===== config.mk =====
export PLATFORM = sky130hd
export DESIGN_NAME = qubit_beam_scheduler
export DESIGN_NICKNAME = d
export VERILOG_FILES = /design/src/rtl/qubit_beam_scheduler.sv
export SDC_FILE = /design/constraint.sdc
export NUM_CORES = 1
export LEC_CHECK = 0
export ABC_AREA = 0
export CAP_MARGIN = 20
export CORE_MARGIN = 2
export CORE_UTILIZATION = 40
export DETAILED_ROUTE_END_ITERATION = 8
export PLACE_DENSITY = 0.75
export SYNTH_ARGS = -nofsm -noshare
export SYNTH_HDL_FRONTEND = slang
export SYNTH_SLANG_ARGS = --single-unit

===== constraint.sdc =====
create_clock -name i_clk -period 2.3 [get_ports i_clk]
set_input_delay 0.345 -clock i_clk [delete_from_list [all_inputs] [get_ports i_clk]]
set_output_delay 0.345 -clock i_clk [all_outputs]
set_load 0.005 [all_outputs]

===== src/rtl/qubit_beam_scheduler.sv =====
// qubit_beam_scheduler: round-robin arbiter between the gate sequencer and
// the calibration engine. It turns each granted qubit index into a grid
// coordinate, hands that coordinate to the deflector, waits for the beam to
// settle, then gates the laser on for the requested dwell.
module qubit_beam_scheduler #(
  parameter int NUM_QUBITS    = 100,
  parameter int GRID_COLS     = 10,
  parameter int COORD_WIDTH   = 10,
  parameter int QUBIT_START_X = 100,
  parameter int QUBIT_START_Y = 100,
  parameter int QUBIT_SPACING = 20,
  parameter int SETTLE_CYCLES = 8,
  parameter int DWELL_WIDTH   = 16
) (
  input  logic                   i_clk,
  input  logic                   i_rst_n,
  input  logic                   i_gate_valid,
  output logic                   o_gate_ready,
  input  logic [6:0]             i_gate_idx,
  input  logic [DWELL_WIDTH-1:0] i_gate_dwell,
  input  logic                   i_cal_valid,
  output logic                   o_cal_ready,
  input  logic [6:0]             i_cal_idx,
  input  logic [DWELL_WIDTH-1:0] i_cal_dwell,
  input  logic                   i_abort,
  output logic                   o_move_valid,
  input  logic                   i_move_ack,
  output logic [COORD_WIDTH-1:0] o_beam_x,
  output logic [COORD_WIDTH-1:0] o_beam_y,
  output logic                   o_beam_on,
  output logic                   o_done,
  output logic                   o_err,
  output logic                   o_aborted,
  output logic                   o_src,
  output logic [6:0]             o_idx
);

  localparam int IDX_W = 7;
  localparam int SET_W = $clog2(SETTLE_CYCLES + 1);
  localparam int CNT_W = (DWELL_WIDTH > SET_W) ? DWELL_WIDTH : SET_W;

  localparam logic [IDX_W-1:0] COLS_L = IDX_W'(GRID_COLS);
  localparam logic [IDX_W:0]   NUMQ_L = (IDX_W + 1)'(NUM_QUBITS);

  typedef enum logic [2:0] {
    S_IDLE,
    S_CALC,
    S_MOVE,
    S_SETTLE,
    S_DWELL,
    S_DONE
  } state_t;

  state_t                 r_state;
  state_t                 w_state_nxt;

  // Latched request and working registers
  logic                   r_last_cal;
  logic                   r_src;
  logic [IDX_W-1:0]       r_idx;
  logic [DWELL_WIDTH-1:0] r_dwell;
  logic [IDX_W-1:0]       r_rem;
  logic [IDX_W-1:0]       r_row;
  logic [CNT_W-1:0]       r_cnt;
  logic [COORD_WIDTH-1:0] r_beam_x;
  logic [COORD_WIDTH-1:0] r_beam_y;

  // Registered strobes and their next-cycle values
  logic                   r_move_valid;
  logic                   r_beam_on;
  logic                   r_done;
  logic                   r_err;
  logic                   r_aborted;
  logic                   w_move_valid_nxt;
  logic                   w_beam_on_nxt;
  logic                   w_done_nxt;
  logic                   w_err_nxt;
  logic                   w_aborted_nxt;

  logic                   w_idle;
  logic                   w_gate_grant;
  logic                   w_cal_grant;
  logic                   w_grant;
  logic [IDX_W-1:0]       w_sel_idx;
  logic [DWELL_WIDTH-1:0] w_sel_dwell;
  logic                   w_bad_idx;
  logic                   w_active;
  logic                   w_abort;
  logic                   w_row_found;
  logic                   w_cnt_zero;
  logic [COORD_WIDTH-1:0] w_x;
  logic [COORD_WIDTH-1:0] w_y;

  assign w_idle       = (r_state == S_IDLE);
  assign o_gate_ready = w_idle;
  assign o_cal_ready  = w_idle;

  // On a tie, the port that was not granted last time wins.
  assign w_gate_grant = w_idle & i_gate_valid & (~i_cal_valid | r_last_cal);
  assign w_cal_grant  = w_idle & i_cal_valid  & (~i_gate_valid | ~r_last_cal);
  assign w_grant      = w_gate_grant | w_cal_grant;
  assign w_sel_idx    = w_cal_grant ? i_cal_idx   : i_gate_idx;
  assign w_sel_dwell  = w_cal_grant ? i_cal_dwell : i_gate_dwell;
  assign w_bad_idx    = ({1'b0, w_sel_idx} >= NUMQ_L);

  assign w_active     = (r_state == S_CALC) || (r_state == S_MOVE) ||
                        (r_state == S_SETTLE) || (r_state == S_DWELL);
  assign w_abort      = i_abort & w_active;
  assign w_row_found  = (r_rem < COLS_L);
  assign w_cnt_zero   = (r_cnt == '0);

  // Once the row walk ends, rem is the column; sums wrap modulo 2^COORD_WIDTH.
  assign w_x = COORD_WIDTH'(QUBIT_START_X) +
               COORD_WIDTH'(r_rem) * COORD_WIDTH'(QUBIT_SPACING);
  assign w_y = COORD_WIDTH'(QUBIT_START_Y) +
               COORD_WIDTH'(r_row) * COORD_WIDTH'(QUBIT_SPACING);

  // State register
  always_ff @(posedge i_clk or negedge i_rst_n) begin
    // NOTE: sequential state is written with <= so every flop samples the
    // pre-edge values of the others, independent of block ordering.
    if (!i_rst_n) r_state <= S_IDLE;
    else          r_state <= w_state_nxt;
  end

  // Next-state logic; abort overrides every other transition
  always_comb begin
    // NOTE: default first so that no path through the case leaves the
    // variable unassigned, which would infer a latch.
    w_state_nxt = r_state;
    unique case (r_state)
      S_IDLE:   if (w_grant) w_state_nxt = w_bad_idx ? S_IDLE : S_CALC;
      S_CALC:   if (w_abort) w_state_nxt = S_IDLE;
                else if (w_row_found) w_state_nxt = S_MOVE;
      S_MOVE:   if (w_abort) w_state_nxt = S_IDLE;
                else if (i_move_ack) w_state_nxt = S_SETTLE;
      S_SETTLE: if (w_abort) w_state_nxt = S_IDLE;
                else if (w_cnt_zero)
                  w_state_nxt = (r_dwell == '0) ? S_DONE : S_DWELL;
      S_DWELL:  if (w_abort) w_state_nxt = S_IDLE;
                else if (w_cnt_zero) w_state_nxt = S_DONE;
      S_DONE:   w_state_nxt = S_IDLE;
      default:  w_state_nxt = S_IDLE;
    endcase
  end

  // Output decode from the next state, so the registered outputs line up
  // with the state they describe
  always_comb begin
    w_move_valid_nxt = (w_state_nxt == S_MOVE);
    w_beam_on_nxt    = (w_state_nxt == S_DWELL);
    w_done_nxt       = (w_state_nxt == S_DONE);
    w_err_nxt        = w_grant & w_bad_idx;
    w_aborted_nxt    = w_abort;
  end

  // Output registers
  always_ff @(posedge i_clk or negedge i_rst_n) begin
    if (!i_rst_n) begin
      r_move_valid <= 1'b0;
      r_beam_on    <= 1'b0;
      r_done       <= 1'b0;
      r_err        <= 1'b0;
      r_aborted    <= 1'b0;
    end else begin
      r_move_valid <= w_move_valid_nxt;
      r_beam_on    <= w_beam_on_nxt;
      r_done       <= w_done_nxt;
      r_err        <= w_err_nxt;
      r_aborted    <= w_aborted_nxt;
    end
  end

  // Request latch, row/column walk, coordinate and settle/dwell counter
  always_ff @(posedge i_clk or negedge i_rst_n) begin
    if (!i_rst_n) begin
      r_last_cal <= 1'b1;
      r_src      <= 1'b0;
      r_idx      <= '0;
      r_dwell    <= '0;
      r_rem      <= '0;
      r_row      <= '0;
      r_cnt      <= '0;
      r_beam_x   <= '0;
      r_beam_y   <= '0;
    end else begin
      if (w_grant) begin
        r_last_cal <= w_cal_grant;
        r_src      <= w_cal_grant;
        r_idx      <= w_sel_idx;
        r_dwell    <= w_sel_dwell;
        r_rem      <= w_sel_idx;
        r_row      <= '0;
      end
      if (!w_abort) begin
        unique case (r_state)
          S_CALC: begin
            if (w_row_found) begin
              r_beam_x <= w_x;
              r_beam_y <= w_y;
            end else begin
              r_rem <= r_rem - COLS_L;
              r_row <= r_row + IDX_W'(1);
            end
          end
          S_MOVE:   if (i_move_ack) r_cnt <= CNT_W'(SETTLE_CYCLES - 1);
          S_SETTLE: r_cnt <= w_cnt_zero ? (CNT_W'(r_dwell) - CNT_W'(1))
                                        : (r_cnt - CNT_W'(1));
          S_DWELL:  r_cnt <= r_cnt - CNT_W'(1);
          default:  ;
        endcase
      end
    end
  end

  assign o_move_valid = r_move_valid;
  assign o_beam_on    = r_beam_on;
  assign o_done       = r_done;
  assign o_err        = r_err;
  assign o_aborted    = r_aborted;
  assign o_beam_x     = r_beam_x;
  assign o_beam_y     = r_beam_y;
  assign o_src        = r_src;
  assign o_idx        = r_idx;

endmodule


# [Word-level counts from Yosys, hierarchy flattened]
# Index checks and enable logic that the tools add are counted.
[totals] out_inout_bits=35 regBits=83
[classes] n_eq_ne=8 bitwise=13 multipliers=2 addsub=6 n_mux=25 n_reduce_logical=9 n_lt_le_gt_ge=2
[op_table] op="$mux 7" n=9
[op_table] op="$mux 16" n=3
[op_table] op="$pmux 16 s3" n=1
[op_table] op="$logic_not 16->1" n=2
[op_table] op="$sub 16x1->16 const B" n=2
[op_table] op="$mux 3" n=9
[op_table] op="$add 7x10->10 const A" n=2
[op_table] op="$mul 7x3->8 const B" n=2
[op_table] op="$pmux 3 s5" n=1
[op_table] op="$eq 3x2->1 const B" n=3
[op_table] op="$eq 3x3->1 const B" n=3
[op_table] op="$add 7x1->7 const B" n=1
[op_table] op="$ge 7x7->1 const B" n=1
[op_table] op="$lt 7x4->1 const B" n=1
[op_table] op="$sub 7x4->7 const B" n=1
[op_table] op="$and 1x1->1" n=6
[op_table] op="$reduce_and 3->1" n=2
[op_table] op="$not 1->1" n=4
[op_table] op="$eq 3x1->1 const B" n=1
[op_table] op="$logic_not 3->1" n=1
[op_table] op="$logic_or 1x1->1" n=3
[op_table] op="$or 1x1->1" n=3
[op_table] op="$reduce_bool 3->1" n=1
[op_table] op="$mux 1" n=2
[op_table] op="$ne 2x2->1 const B" n=1

# [Depth between registers and ports, before layout]
# Gate-level depths: netlist (run 1).
[depth] word_depth=9 mapped_depth=9 ltp_nobuf=9

# [Worst setup path after synthesis (run 1)]
# OpenSTA, ideal clock, no wires.
[synth_timing] path_kind="reg2reg" startpoint="register r_cnt[0]" endpoint="register r_cnt[14]" required_ps=2160 path_stages_with_launch=10 synth_period_minus_slack_ps=2134 arrival_ps=1994 path_buffers=2 slack_ps=166 path_cell_list="dfrtp_1 inv_1 ha_1 nor4b_1 and4_1 buf_2 o21ai_0 clkbuf_1 o221ai_1 o221ai_1"
[synth_between] elab_chain_len=3 elab_cells_between_ends=4
[synth_lines] element="start, declared" line="64" source="logic [CNT_W-1:0] r_cnt;"
[synth_lines] element="start signal, assigned" line="206" source="S_MOVE: if (i_move_ack) r_cnt <= CNT_W'(SETTLE_CYCLES - 1);"
[synth_lines] element="start signal, assigned" line="207" source="S_SETTLE: r_cnt <= w_cnt_zero ? (CNT_W'(r_dwell) - CNT_W'(1))"
[synth_lines] element="start signal, assigned" line="209" source="S_DWELL: r_cnt <= r_cnt - CNT_W'(1);"
[synth_lines] element="$sub 16x1->16 / $logic_not 16->1 (equally long branches)" line="208, 209, 110"
[synth_lines] element="$mux 16" line="207"
[synth_lines] element="$pmux 16 s3 (*)" line="196" source="unique case (r_state)"
# Every way passes the cells marked *; elsewhere a longest branch is shown, timed or not.
# A chain may end at the register's enable or synchronous reset.

# [Worst setup path after layout (run 1)]
[layout_timing] startpoint="register r_dwell[8]" endpoint="register r_move_valid, in the netlist o_move_valid"
[layout_between] elab_chain_len=6
[layout_lines] element="start, declared" line="61" source="logic [DWELL_WIDTH-1:0] r_dwell;"
[layout_lines] element="start signal, assigned" line="191" source="r_dwell <= w_sel_dwell;"
[layout_lines] element="$logic_not 16->1" line="139" source="w_state_nxt = (r_dwell == '0) ? S_DONE : S_DWELL;"
[layout_lines] element="$mux 1" line="139"
[layout_lines] element="$mux 3" line="138" source="else if (w_cnt_zero)"
[layout_lines] element="$mux 3" line="137" source="S_SETTLE: if (w_abort) w_state_nxt = S_IDLE;"
[layout_lines] element="$pmux 3 s5" line="131" source="unique case (r_state)"
[layout_lines] element="$eq 3x2->1" line="150" source="w_move_valid_nxt = (w_state_nxt == S_MOVE);"
[layout_lines] element="named net w_move_valid_nxt" line="74" source="logic w_move_valid_nxt;"
[layout_lines] element="end signal, assigned" line="166" source="r_move_valid <= w_move_valid_nxt;"
[layout_lines] element="end, declared" line="69" source="logic r_move_valid;"
# The timed path passes the listed nets, and every way through them passes these cells.

==> impl_metrics.toml, run 1 <==
[job]
maxCapViolCount = 0

[timing]
setup_viol = 0
timing.fmax_mhz = 448.8
rsz0062_at_grt = "yes"
worst_pin_slew_ns = 0.6202
timing.slew.headroom = 0.5865
hold_viol = 0
period_share = 0.9689
setup_ws_ns = 0.07161
drv_slew = 0
finClkSkew_ns = 0.009289
period_minus_slack_ns = 2.228

[place]
pre_cts_ws_ns = -0.04265
place_congestion = 0.9511
numPortBuffers = 82
dp_hpwl_um = 10280
dpl-instance-area_um2 = 6147

[detailed_routing]
wl_per_cell_um = 17.57
wl_um = 14100
viasPerCell = 5.723
drt_iter0_markers = 371
drc = 0
vias = 4590
firstDrtPassIters = 5
antenna_left = 0

[floorplan]
start_util = 0.4074
coreArea_um2 = 11960
die_area_um2 = 13080
io_pins = 87
dieHeight_um = 114.4
rows = 40
die_w_um = 114.4

[worst_setup_path]
path_class = "reg2reg"
cpMostUsedCell = "or4_4"
crit_arrival_ns = 2.45
crit_path_top_delay_cell = "or4_4"
worstSetupEndpointType = "flip-flop"
start_kind = "flip-flop"
path_max_fanout = 4
path_cells = "or4_4, or4_4, o31a_1, a211oi_2, nor3b_1"
max_stage_delay_ns = 0.53
crit_required_ns = 2.52

[final_layout]
syn2layout_area_growth_pct = 35.61
antennaDiodeCount = 0
drive_gt1_frac = 0.1679
final_nets = 729
fin_area_um2 = 6609

[min_path]
holdCritPathClass = "in2async"

[clock_network]
cts_tree = "yes"
clk_path_buf_depth = 2
cts_sinks = 79
numCtsBuffers = 9
cts_root_buf = "clkbuf_16"
clkTransAtPathRegs_ns = 0.06
ctsHoldBuffers = 0
h-tree-depth = 3
clk_latency_ns = 0.35

[yosys]
synth.ff_latch_count = 79
syn_avg_cell_area_um2 = 9.247
synth_flop_cell = "dfrtp_1"
ys_warn_count = 0
synth_top_cell_by_area = "dfrtp_1"
ys_top_cells_by_area = "dfrtp_1, ha_1, nand2_1"
synth.distinct_cells = 67
syn_area_um2 = 4873
synth.top_cell.area_share = 0.4005
synth_commonest_cells = "dfrtp_1, nand2_1, o21ai_0, nor2_1, ha_1"
netlist_instances = 527
ys_async_sr_fraction = 1.000
synth_edf_count = 0
yosysMostFrequentCell = "dfrtp_1"
ys_seq_area_frac = 0.4059

[run_status]
status = "completed"

[pwr]
power_density_nw_per_um2 = 1270
power_mw = 8.392
irDropWorstVdd_v = 0.0005091
cellLeakagePower_nw = 2.867

[global_routing]
overflow = 0
grt_pass1_vias = 4503
antenna_found_initial = 0
grt_use_total = 0.2190
grt_pass1_wl_um = 22500
grt_max_degree = 45
sequential cells by signal, summed over array words and instances (netlist names):
| register | flops |
|---|---|
| o_done | 1 |
| o_beam_on | 1 |
| o_idx | 7 |
| r_cnt | 16 |
| r_rem | 7 |
| o_beam_x | 8 |
| o_beam_y | 8 |
| o_move_valid | 1 |
| o_err | 1 |
| o_src | 1 |
| r_last_cal | 1 |
| r_row | 7 |
| r_state | 3 |
| r_dwell | 16 |
| o_aborted | 1 |
cell type report:
cell class | instances | area (µm²)
Multi-Input combinational cell | 403 | 2823
Clock inverter | 7 | 72.57
Tap cell | 147 | 183.9
Inverter | 18 | 67.56
Timing Repair Buffer | 139 | 1259
Clock buffer | 9 | 225.2
Fill cell | 1038 | 5353
Sequential cell | 79 | 1978
power by group:
group | switching [mW] | internal [mW]
Clock | 0.610 | 0.842
Sequential | 0.482 | 1.91
Combinational | 2.34 | 2.21
Total | 3.43 | 4.96
worst max-delay path, delay by kind of cell, from the launching register on:
family / cells / cell delay, ns
AND/OR/NAND/NOR: 3 / 1.15
flip-flops: 1 / 0.39
AO/OA/AOI/OAI: 2 / 0.56
metrics by stage:
step	cells	util	TNS [ns]	hold WS [ns]
detailed placement	779	0.5139	-0.04265	0.4036
floorplan	530	-	0	0.04941
CTS	795	0.5388	0	0.03798
global placement	779	0.5139	-0.01427	0.3864
global route	802	0.5525	-0.007876	0.05906
finish	802	0.5525	0	0.02064
worst paths after layout:
check | slack [ns] | start | cells past startpoint | end
min in group i_clk | 0.48 | o_beam_y[8] | 2 | o_beam_y[8]
worst max-delay path | 0.07 | r_dwell[8] | 5 | o_move_valid
worst max register to register | 0.07 | r_dwell[8] | 5 | o_move_valid
max in group asynchronous | 1.60 | i_rst_n | 2 | r_last_cal
worst min-delay path | 0.02 | i_rst_n | 1 | o_err
worst min register to register | 0.48 | o_beam_y[8] | 2 | o_beam_y[8]
placed cells by master (no fill, tap or decap), types with 5 or more instances in the layout:
master,n
a21o_1,10
dfrtp_1,78
o21a_1,5
o22ai_1,16
a21oi_1,20
xor2_1,16
nor3_1,12
o211ai_1,8
nor2_1,32
xnor2_1,19
ha_1,23
buf_4,57
mux2i_1,13
o221ai_1,9
clkdlybuf4s50_1,81
nand2_1,63
nand4_1,7
nand3_1,9
o21ai_0,40
inv_1,18
clkbuf_16,9
routing by layer:
metal	vias to the layer above	global-route usage	part of all wire
met5	-	0	0
met4	0	0.09187	0.023
met3	32	0.04182	0.060
met2	172	0.3389	0.48
met1	2219	0.3009	0.44
li1	2167	-	-
timing repair:
item	in CTS	in global routing
gates resized for setup	0	23
endpoints found under the setup margin	0	18
buffers inserted	0	7
logic make-up after synthesis:
kind of cell,share of synthesized area
DFF,0.4059
buffers and inverters,0.04262
and+or+nand+nor,0.1879
adders and majority gates,0.07240
muxes,0.02670
other,0.0007695
AOI/OAI and AO/OA,0.2008
xor gates and xnor gates,0.06290
Note: power is estimated with default switching activity, not from simulation.
==> run 2, diff against run 1 <==
--- a/config.mk
+++ b/config.mk
@@ -5,12 +5,12 @@
 export SDC_FILE = /design/constraint.sdc
 export NUM_CORES = 1
 export LEC_CHECK = 0
-export ABC_AREA = 0
+export ABC_AREA = 1
 export CAP_MARGIN = 20
 export CORE_MARGIN = 2
 export CORE_UTILIZATION = 40
 export DETAILED_ROUTE_END_ITERATION = 8
-export PLACE_DENSITY = 0.75
+export PLACE_DENSITY = 0.74
 export SYNTH_ARGS = -nofsm -noshare
 export SYNTH_HDL_FRONTEND = slang
 export SYNTH_SLANG_ARGS = --single-unit
==> run 2 against run 1 <==
Against the previous run:
- total power down 4.7%
- design area increased by 0.30%
- sequential power about the same
- die area increased by 7.9%
- critical path depth up 4
- combinational power fell by 7.5%
- global-route usage down 1.2 points
- count of clock-buffer cells in the layout unchanged
- critical endpoint is now o_beam_y[9]
==> impl_metrics.toml, run 2 <==
[detailed_routing]
vias = 5079
firstDrtPassIters = 5
antenna_left = 0
drc = 0
wl_um = 14120
drt_iter0_markers = 395
wl_per_cell_um = 13.98
viasPerCell = 5.029

[worst_setup_path]
path_class = "reg2reg"
crit_required_ns = 2.54
path_max_fanout = 6
worstSetupEndpointType = "flip-flop"
max_stage_delay_ns = 0.44
crit_path_top_delay_cell = "dfrtp_1"
path_cells = "ha_1, ha_1, inv_1, fa_1, o21ai_0, xnor2_1, nand3_1, nand3_1, nand2_1"
cpLargestDelayFamily = "adder cells"
crit_arrival_ns = 2.39
cp.buffers_inverters = 1
start_kind = "flip-flop"

[yosys]
ys_top_cells_by_area = "dfrtp_1, nand2_1, nor2_1"
syn_area_um2 = 5271
synth.ff_latch_count = 79
synth.top_cell.area_share = 0.3703
synth_edf_count = 0
ys_seq_area_frac = 0.3753
syn_avg_cell_area_um2 = 7.133
yosysMostFrequentCell = "nand2_1"
ys_async_sr_fraction = 1.000
synth_top_cell_by_area = "dfrtp_1"
synth.distinct_cells = 42
ys_warn_count = 0
netlist_instances = 739
synth_flop_cell = "dfrtp_1"
synth_commonest_cells = "nand2_1, nor2_1, inv_1, dfrtp_1, nand3_1"

[final_layout]
syn2layout_area_growth_pct = 25.75
final_nets = 912
final_common_cell = "nand2_1"
final_cell_mix = "nand2_1, nor2_1, inv_1"
drive_gt1_frac = 0.07041
antennaDiodeCount = 0
reg_top3 = "r_cnt x16, r_dwell x16"

[job]
maxCapViolCount = 0

[floorplan]
coreArea_um2 = 12720
io_pins = 87
die_area_um2 = 14110
rows = 41
dieHeight_um = 118.8
die_w_um = 118.8
start_util = 0.4143

[global_routing]
antenna_found_initial = 0
grt_pass1_wl_um = 23620
overflow = 0
grt_max_degree = 38
grt_pass1_vias = 4839
grt_use_total = 0.2071

[timing]
setup_viol = 0
timing.fmax_mhz = 464.1
finClkSkew_ns = 0.006641
fin_tns_setup_ns = 0
rsz0062_at_grt = "no"
hold_viol = 0
drv_slew = 0
period_minus_slack_ns = 2.155
period_share = 0.9367

[clock_network]
clk_latency_ns = 0.35
clkTransAtPathRegs_ns = 0.06
cts_root_buf = "clkbuf_16"
h-tree-depth = 3
cts_tree = "yes"
numCtsBuffers = 9
clk_path_buf_depth = 2
cts_sinks = 79

[pwr]
power_mw = 7.996
irDropWorstVdd_v = 0.0008692
cellLeakagePower_nw = 3.288
power_density_nw_per_um2 = 1206

[run_status]
status = "completed"

[place]
numPortBuffers = 82
dp_hpwl_um = 10630
place_congestion = 0.9022

[min_path]
holdCritPathClass = "reg2reg"
-- run 2: path summary, 6_finish.rpt --
kind	from	to	slack, ns	depth (start not counted)
setup / recovery	r_row[1]	o_beam_y[9]	0.15	9
hold / removal	r_last_cal	r_last_cal	0.47	2
setup reg to reg	r_row[1]	o_beam_y[9]	0.15	9
hold reg to reg	r_last_cal	r_last_cal	0.47	2
max in group asynchronous	i_rst_n	r_dwell[5]	1.15	3
min in group asynchronous	i_rst_n	r_cnt[11]	0.49	2
-- run 2: final cells by class --
type	instances	area [µm²]
sequential	79	1981
clock inverter	7	53.80
clock buffer	9	225.2
inverter	93	349.1
fill	1249	6093
tap	172	215.2
multi-input combinational	551	2856
timing repair buffer	99	948.4
-- run 2: power by group --
| part | total (mW) | internal [mW] | leakage [nW] | switching (mW) |
|---|---|---|---|---|
| Sequential | 2.41 | 1.93 | 0.983 | 0.475 |
| Combinational | 4.21 | 1.80 | 2.18 | 2.42 |
| Clock | 1.37 | 0.741 | 0.129 | 0.634 |
-- run 2: worst reg2reg max path, stage by stage, from the launching register on --
cell,delay [ns]
dfrtp_1,0.44
ha_1,0.31
ha_1,0.16
inv_1,0.06
fa_1,0.41
o21ai_0,0.24
xnor2_1,0.18
nand3_1,0.10
nand3_1,0.10
nand2_1,0.05
-- run 2: kinds of logic (layout without fill, tap and decap cells) --
| kind of cell | Yosys count | after routing | synth area share |
|---|---|---|---|
| AO/OA/AOI/OAI | 117 | 117 | 0.1256 |
| flip-flops | 79 | 79 | 0.3753 |
| AND/OR/NAND/NOR | 382 | 382 | 0.3083 |
| other | 1 | 4 | 0.0007114 |
| adder cells (fa/ha/maj) | 27 | 27 | 0.06694 |
| XOR/XNOR | 21 | 21 | 0.03489 |
| buffers and inverters | 112 | 208 | 0.08830 |
-- run 2: layer usage --
layer | global-route usage | part of all wire | vias to the layer above
li1 | - | - | 2578
met1 | 0.2939 | 0.48 | 2337
met2 | 0.3165 | 0.45 | 142
met3 | 0.03089 | 0.050 | 22
met4 | 0.08259 | 0.021 | 0
met5 | 0 | 0 | -
-- run 2: what timing repair did --
action / 4_1_cts / 5_1_grt
hold endpoints to repair: 33 / 0
buffers inserted: 0 / 1
setup endpoints to repair: 0 / 3
hold buffers: 1 / 0
gates resized for setup: 0 / 6
-- run 2: per-stage QoR --
| step | std cells | worst slack (ns) | util | instance area, µm² | hold WS, ns |
|---|---|---|---|---|---|
| floorplan | 742 | 0.2914 | - | 5283 | 0.04941 |
| global placement | 992 | 0.1864 | 0.4962 | 6312 | 0.3403 |
| detailed placement | 992 | 0.1192 | 0.4962 | 6312 | 0.3410 |
| CTS | 1009 | 0.07533 | 0.5189 | 6601 | 0.4666 |
| global route | 1010 | 0.001033 | 0.5210 | 6629 | 0.5034 |
| finish | 1010 | 0.1455 | 0.5210 | 6629 | 0.4661 |
==> RTL change 1 (config.mk and constraints of run 1) <==
Set the parameter `SETTLE_CYCLES` to 4 (it was 8).
--- a/src/rtl/qubit_beam_scheduler.sv
+++ b/src/rtl/qubit_beam_scheduler.sv
@@ -9,7 +9,7 @@
   parameter int QUBIT_START_X = 100,
   parameter int QUBIT_START_Y = 100,
   parameter int QUBIT_SPACING = 20,
-  parameter int SETTLE_CYCLES = 8,
+  parameter int SETTLE_CYCLES = 4,
   parameter int DWELL_WIDTH   = 16
 ) (
   input  logic                   i_clk,
Function: changed (Yosys sat finds a counterexample within 10 cycles, from zero or initial values and one cycle with i_rst_n low).
==> RTL change 1 against run 1 <==
- synthesized area fell by 0.13%
- combinational power fell by 8.6%
- total power down 7.1%
- sequential cell count did not move
- cell count grew 3.0%
- cell area is 0.91% higher
- maximum frequency fell by 2.9%
- via count grew 2.2%
- hold slack better by 0.46 ns
- global-route usage shrank 0.69 points
- routed wire length down 4.6%
- worst setup slack worse by 0.066 ns
- critical endpoint is now o_beam_y[9]
- highest routed layer unchanged
==> RTL change 1: results (changes against run 1) <==
| Metric | Value |
|---|---|
| Mapped Cells | 539 (was 527) |
| Xor and xnor area share after synthesis | 0.0630 (was 0.0629) |
| Sequential area share after synthesis | 0.406 (about the same) |
| Initial antenna violation count | 0 (unchanged) |
| Slew margin rel. | 0.570 (was 0.587) |
| DR WL/cell | 16.3 um (was 17.6 um) |
| Status | finished, final reports clean (unchanged) |
| Largest net degree at the start of global routing | 48 (was 45) |
| I/O Buffers | 82 (unchanged) |
| Dpl hpwl | 10100 um (was 10300 um) |
| Top_reg_cell synth | dfrtp_1 (unchanged) |
| Worst slack, placed | -0.130 ns (was -0.0427 ns) |
| Vias | 4692 (was 4590) |
| R2R depth | 8 (was 5) |
| Worst clock skew | 0.00782 ns (was 0.00929 ns) |
| Synth Area in Compound Gates | 0.188 (was 0.201) |
| Tot GR Track Use | 0.212 (was 0.219) |
| Synth Area in Adders | 0.0725 (was 0.0724) |
| Layout filler cell count | 1023 (was 1038) |
| Crit Path Max Fanout | 2 (was 4) |
| Inserted Diodes | 0 (unchanged) |
| Worst Hold Depth | 2 |
| Layout cells sized above 1 | 0.172 (was 0.168) |
| Routed vias/inst | 5.68 (was 5.72) |
| Global-route wire length before repair | 22000 um (was 22500 um) |
| Synth warn | 0 (unchanged) |
| Vias in the first global route | 4570 (was 4503) |
| Clk buf depth | 2 (unchanged) |
| Worst-path clk slew | ~0.070 ns |
| Global placement routability congestion | 0.903 (was 0.951) |
| CTS Root Cell | clkbuf_16 (unchanged) |
| Worst hold path class | flop to flop (was primary input to async pin) |
| Largest registers | r_cnt x16, r_dwell x16 (unchanged) |
| Fraction of registers with async set/reset | 1.00 (unchanged) |
| Mux contribution to synthesized area | 0.0190 (was 0.0267) |
| Initial Utilization | 0.407 (about the same) |
| DRT iter0 DRCs | 341 (was 371) |
| P_leak | 2.94 nW (was 2.87 nW) |
| Clock latency on the worst-skew pair | 0.34 ns |
| CP Data Arrival Time | 2.57 ns (was 2.45 ns) |
| Num CTS Buffers | 9 (unchanged) |
| H-tree Lvls | 3 (unchanged) |
| Netlist cell types | 63 (was 67) |
| Cells after DPL | 806 (was 779) |
| Dominant cells by area after synthesis | dfrtp_1, ha_1, o21ai_0 (was dfrtp_1, ha_1, nand2_1) |
| Hold Vio Cnt, Final | 0 (unchanged) |
| First-pass detailed-route iteration total | 5 (unchanged) |
| Peak supply drop | 0.666 mV (was 0.509 mV) |
| Final nets | 753 (was 729) |
| Post-synth top cells | dfrtp_1, o21ai_0, nand2_1 (was dfrtp_1, nand2_1, o21ai_0) |
==> RTL change 1: what timing repair did <==
item,4_1_cts,5_1_grt
hold buffers,1,0
hold endpoints to repair,32,0
endpoints found under the setup margin,14,22
setup buffers,1,2
gates resized for setup,8,13
pin swaps,3,1
==> RTL change 1: stage by stage <==
step | area (um^2) | setup TNS [ns]
CTS | 6610 | 0
global route | 6670 | -0.106
detailed placement | 6290 | -0.533
floorplan | 4890 | -0.103
finish | 6670 | 0
global placement | 6290 | -0.187
==> RTL change 1: final timing paths <==
check	start	end	slack (ns)
setup / recovery	r_row[1]	o_beam_y[9]	0.006
hold / removal	o_beam_x[5]	o_beam_x[5]	0.48
setup reg to reg	r_row[1]	o_beam_y[9]	0.006
hold reg to reg	o_beam_x[5]	o_beam_x[5]	0.48
max in group asynchronous	i_rst_n	r_last_cal	1.12
min in group asynchronous	i_rst_n	o_idx[0]	0.50
==> RTL change 1: report_power, final <==
| part | internal [mW] | switching, mW | total [mW] | leakage, nW |
|---|---|---|---|---|
| registers | 1.88 | 0.396 | 2.28 | 1.01 |
| logic | 2.05 | 2.11 | 4.16 | 1.80 |
| clock network | 0.742 | 0.619 | 1.36 | 0.133 |
==> RTL change 1: cell families after synthesis <==
group | Yosys count
XOR/XNOR | 35
buffers and inverters | 54
multiplexers | 9
adder cells (fa/ha/maj) | 27
AND/OR/NAND/NOR | 188
flip-flops | 79
other | 1
AO/OA/AOI/OAI | 146
==> RTL change 1: area by class of cell <==
cell class / count / area, um^2 / area share
multi-input combinational: 409 / 2750 / 0.413
sequential: 79 / 1980 / 0.297
timing repair buffer: 155 / 1400 / 0.210
clock buffer: 9 / 225 / 0.0338
tap: 147 / 184 / 0.0276
inverter: 20 / 75.1 / 0.0113
clock inverter: 7 / 55.1 / 0.00826
==> RTL change 1: layer usage <==
| metal | share of wire | up-vias | GRT usage |
|---|---|---|---|
| li1 | - | 2237 | - |
| met1 | 0.44 | 2254 | 0.295 |
| met2 | 0.47 | 178 | 0.329 |
| met3 | 0.068 | 23 | 0.0286 |
| met4 | 0.022 | 0 | 0.0992 |
| met5 | 0 | - | 0 |
==> RTL change 1: worst max-delay path, cell delays in order (launching register included) <==
cell	delay (ns)
dfrtp_1	0.39
ha_1	0.30
ha_2	0.19
inv_2	0.06
fa_2	0.44
nand3b_1	0.12
or4b_4	0.48
xnor2_2	0.14
o21ai_1	0.12
==> RTL change 2 (settings of run 1) <==
Without the edit above. The output `o_err` loses its register stage (`r_err` becomes a continuous assignment).
--- a/src/rtl/qubit_beam_scheduler.sv
+++ b/src/rtl/qubit_beam_scheduler.sv
@@ -160,16 +160,16 @@
       r_move_valid <= 1'b0;
       r_beam_on    <= 1'b0;
       r_done       <= 1'b0;
-      r_err        <= 1'b0;
       r_aborted    <= 1'b0;
     end else begin
       r_move_valid <= w_move_valid_nxt;
       r_beam_on    <= w_beam_on_nxt;
       r_done       <= w_done_nxt;
-      r_err        <= w_err_nxt;
       r_aborted    <= w_aborted_nxt;
     end
   end
+
+  assign r_err = w_err_nxt;
 
   // Request latch, row/column walk, coordinate and settle/dwell counter
   always_ff @(posedge i_clk or negedge i_rst_n) begin
Check against the original RTL: not equivalent (Yosys sat finds a counterexample within 4 cycles, from zero or initial values and one cycle with i_rst_n low).
==> RTL change 2 against run 1 <==
- worst setup slack worse by 0.026 ns
- non-clock buffer count is the same
- synthesized area decreased by 0.51%
- highest routed layer unchanged
- routed wire length down 2.3%
- cell area about the same
- via count rose by 0.85%
- die area shrank 0.50%
- sequential cell count fell by 1
- total power is 1.7% higher
- clock skew down 0.00057 ns
- hold slack better by 0.47 ns
==> RTL change 2: results (changes against run 1) <==
| Metric | Value |
|---|---|
| P_leak | 2.89 nW (was 2.87 nW) |
| Buffer share of cell area | 0.190 (about the same) |
| Worst slack, placed | -0.557 ns (was -0.0427 ns) |
| Largest net degree at the start of global routing | 50 (was 45) |
| H-tree Lvls | 3 (unchanged) |
| Post-synth top cells | dfrtp_1, nand2_1, o21ai_0 (unchanged) |
| Global placement routability congestion | 0.883 (was 0.951) |
| DR WL/cell | 17.2 um (was 17.6 um) |
| First-pass detailed-route iteration total | 5 (unchanged) |
| Vias in the first global route | 4679 (was 4503) |
| Routed vias/inst | 5.78 (was 5.72) |
| Fraction of registers with async set/reset | 1.00 (unchanged) |
| Final nets | 728 (was 729) |
| Layout cells sized above 1 | 0.168 (about the same) |
| Crit path to | o_beam_on (was o_move_valid) |
| Dpl hpwl | 10100 um (was 10300 um) |
| Largest registers | r_cnt x16, r_dwell x16 (unchanged) |
| Peak supply drop | 0.507 mV (was 0.509 mV) |
| DRT iter0 DRCs | 308 (was 371) |
| Clock-cell share of area | 0.0522 (was 0.0451) |
| Initial antenna violation count | 0 (unchanged) |
| Netlist cell types | 67 (unchanged) |
| FF+latch count, synth | 78 (was 79) |
| CP top delay family | simple AND/OR/NAND/NOR gates (unchanged) |
| Mux contribution to synthesized area | 0.0268 (was 0.0267) |
| Area occupied by multi-input gates | 0.00281 mm^2 (was 0.00282 mm^2) |
| Critical path origin | r_dwell[10] (was r_dwell[8]) |
| Register Area | 0.00195 mm^2 (was 0.00198 mm^2) |
| Tot GR Track Use | 0.219 (about the same) |
| Status | finished, final reports clean (unchanged) |
| Synth Area in Adders | 0.0728 (was 0.0724) |
| Clk buf depth | 2 (unchanged) |
| Sequential area share after synthesis | 0.403 (was 0.406) |
| Dominant cells by area after synthesis | dfrtp_1, ha_1, nand2_1 (unchanged) |
| CP Data Arrival Time | 2.47 ns (was 2.45 ns) |
| Hold_ws | 0.486 ns (was 0.0206 ns) |
| Layout filler cell count | 1055 (was 1038) |
| Final Critical Period | 2.25 ns (was 2.23 ns) |
| Worst clock skew | 0.00871 ns (was 0.00929 ns) |
| Xor and xnor area share after synthesis | 0.0632 (was 0.0629) |
| Largest stage delay, worst path | 0.54 ns |
| R2R Setup Slk | 0.05 ns (was 0.07 ns) |
| Synth Area in Compound Gates | 0.202 (was 0.201) |
| Slew @ Worst Pin | 0.576 ns (was 0.620 ns) |
-- RTL change 2: cell count changes after synthesis --
cell,before,now
dfrtp_1,78,77
-- RTL change 2: what timing repair did --
action,4_1_cts,5_1_grt
buffers inserted,7,0
hold buffers,1,0
pin swaps,2,8
setup endpoints to repair,11,17
resized for setup,10,19
hold endpoints to repair,29,0
cloned,0,0
-- RTL change 2: stage by stage --
| stage | cells | instance area (um^2) |
|---|---|---|
| final | 801 | 6620 |
| after global routing | 801 | 6620 |
| after CTS | 803 | 6550 |
| after detailed placement | 779 | 6130 |
| after global placement | 779 | 6130 |
| after floorplan | 529 | 4860 |
-- RTL change 2: power by group --
group	switching [mW]	internal [mW]	total (mW)
Clock	0.609	1.07	1.67
Combinational	2.30	2.18	4.48
Sequential	0.489	1.89	2.38
-- RTL change 2: routing by layer --
metal	vias to the layer above	track usage	share of wire
li1	2160	-	-
met1	2254	0.276	0.42
met4	0	0.102	0.029
met2	182	0.363	0.48
met5	-	0	0
met3	33	0.0408	0.066
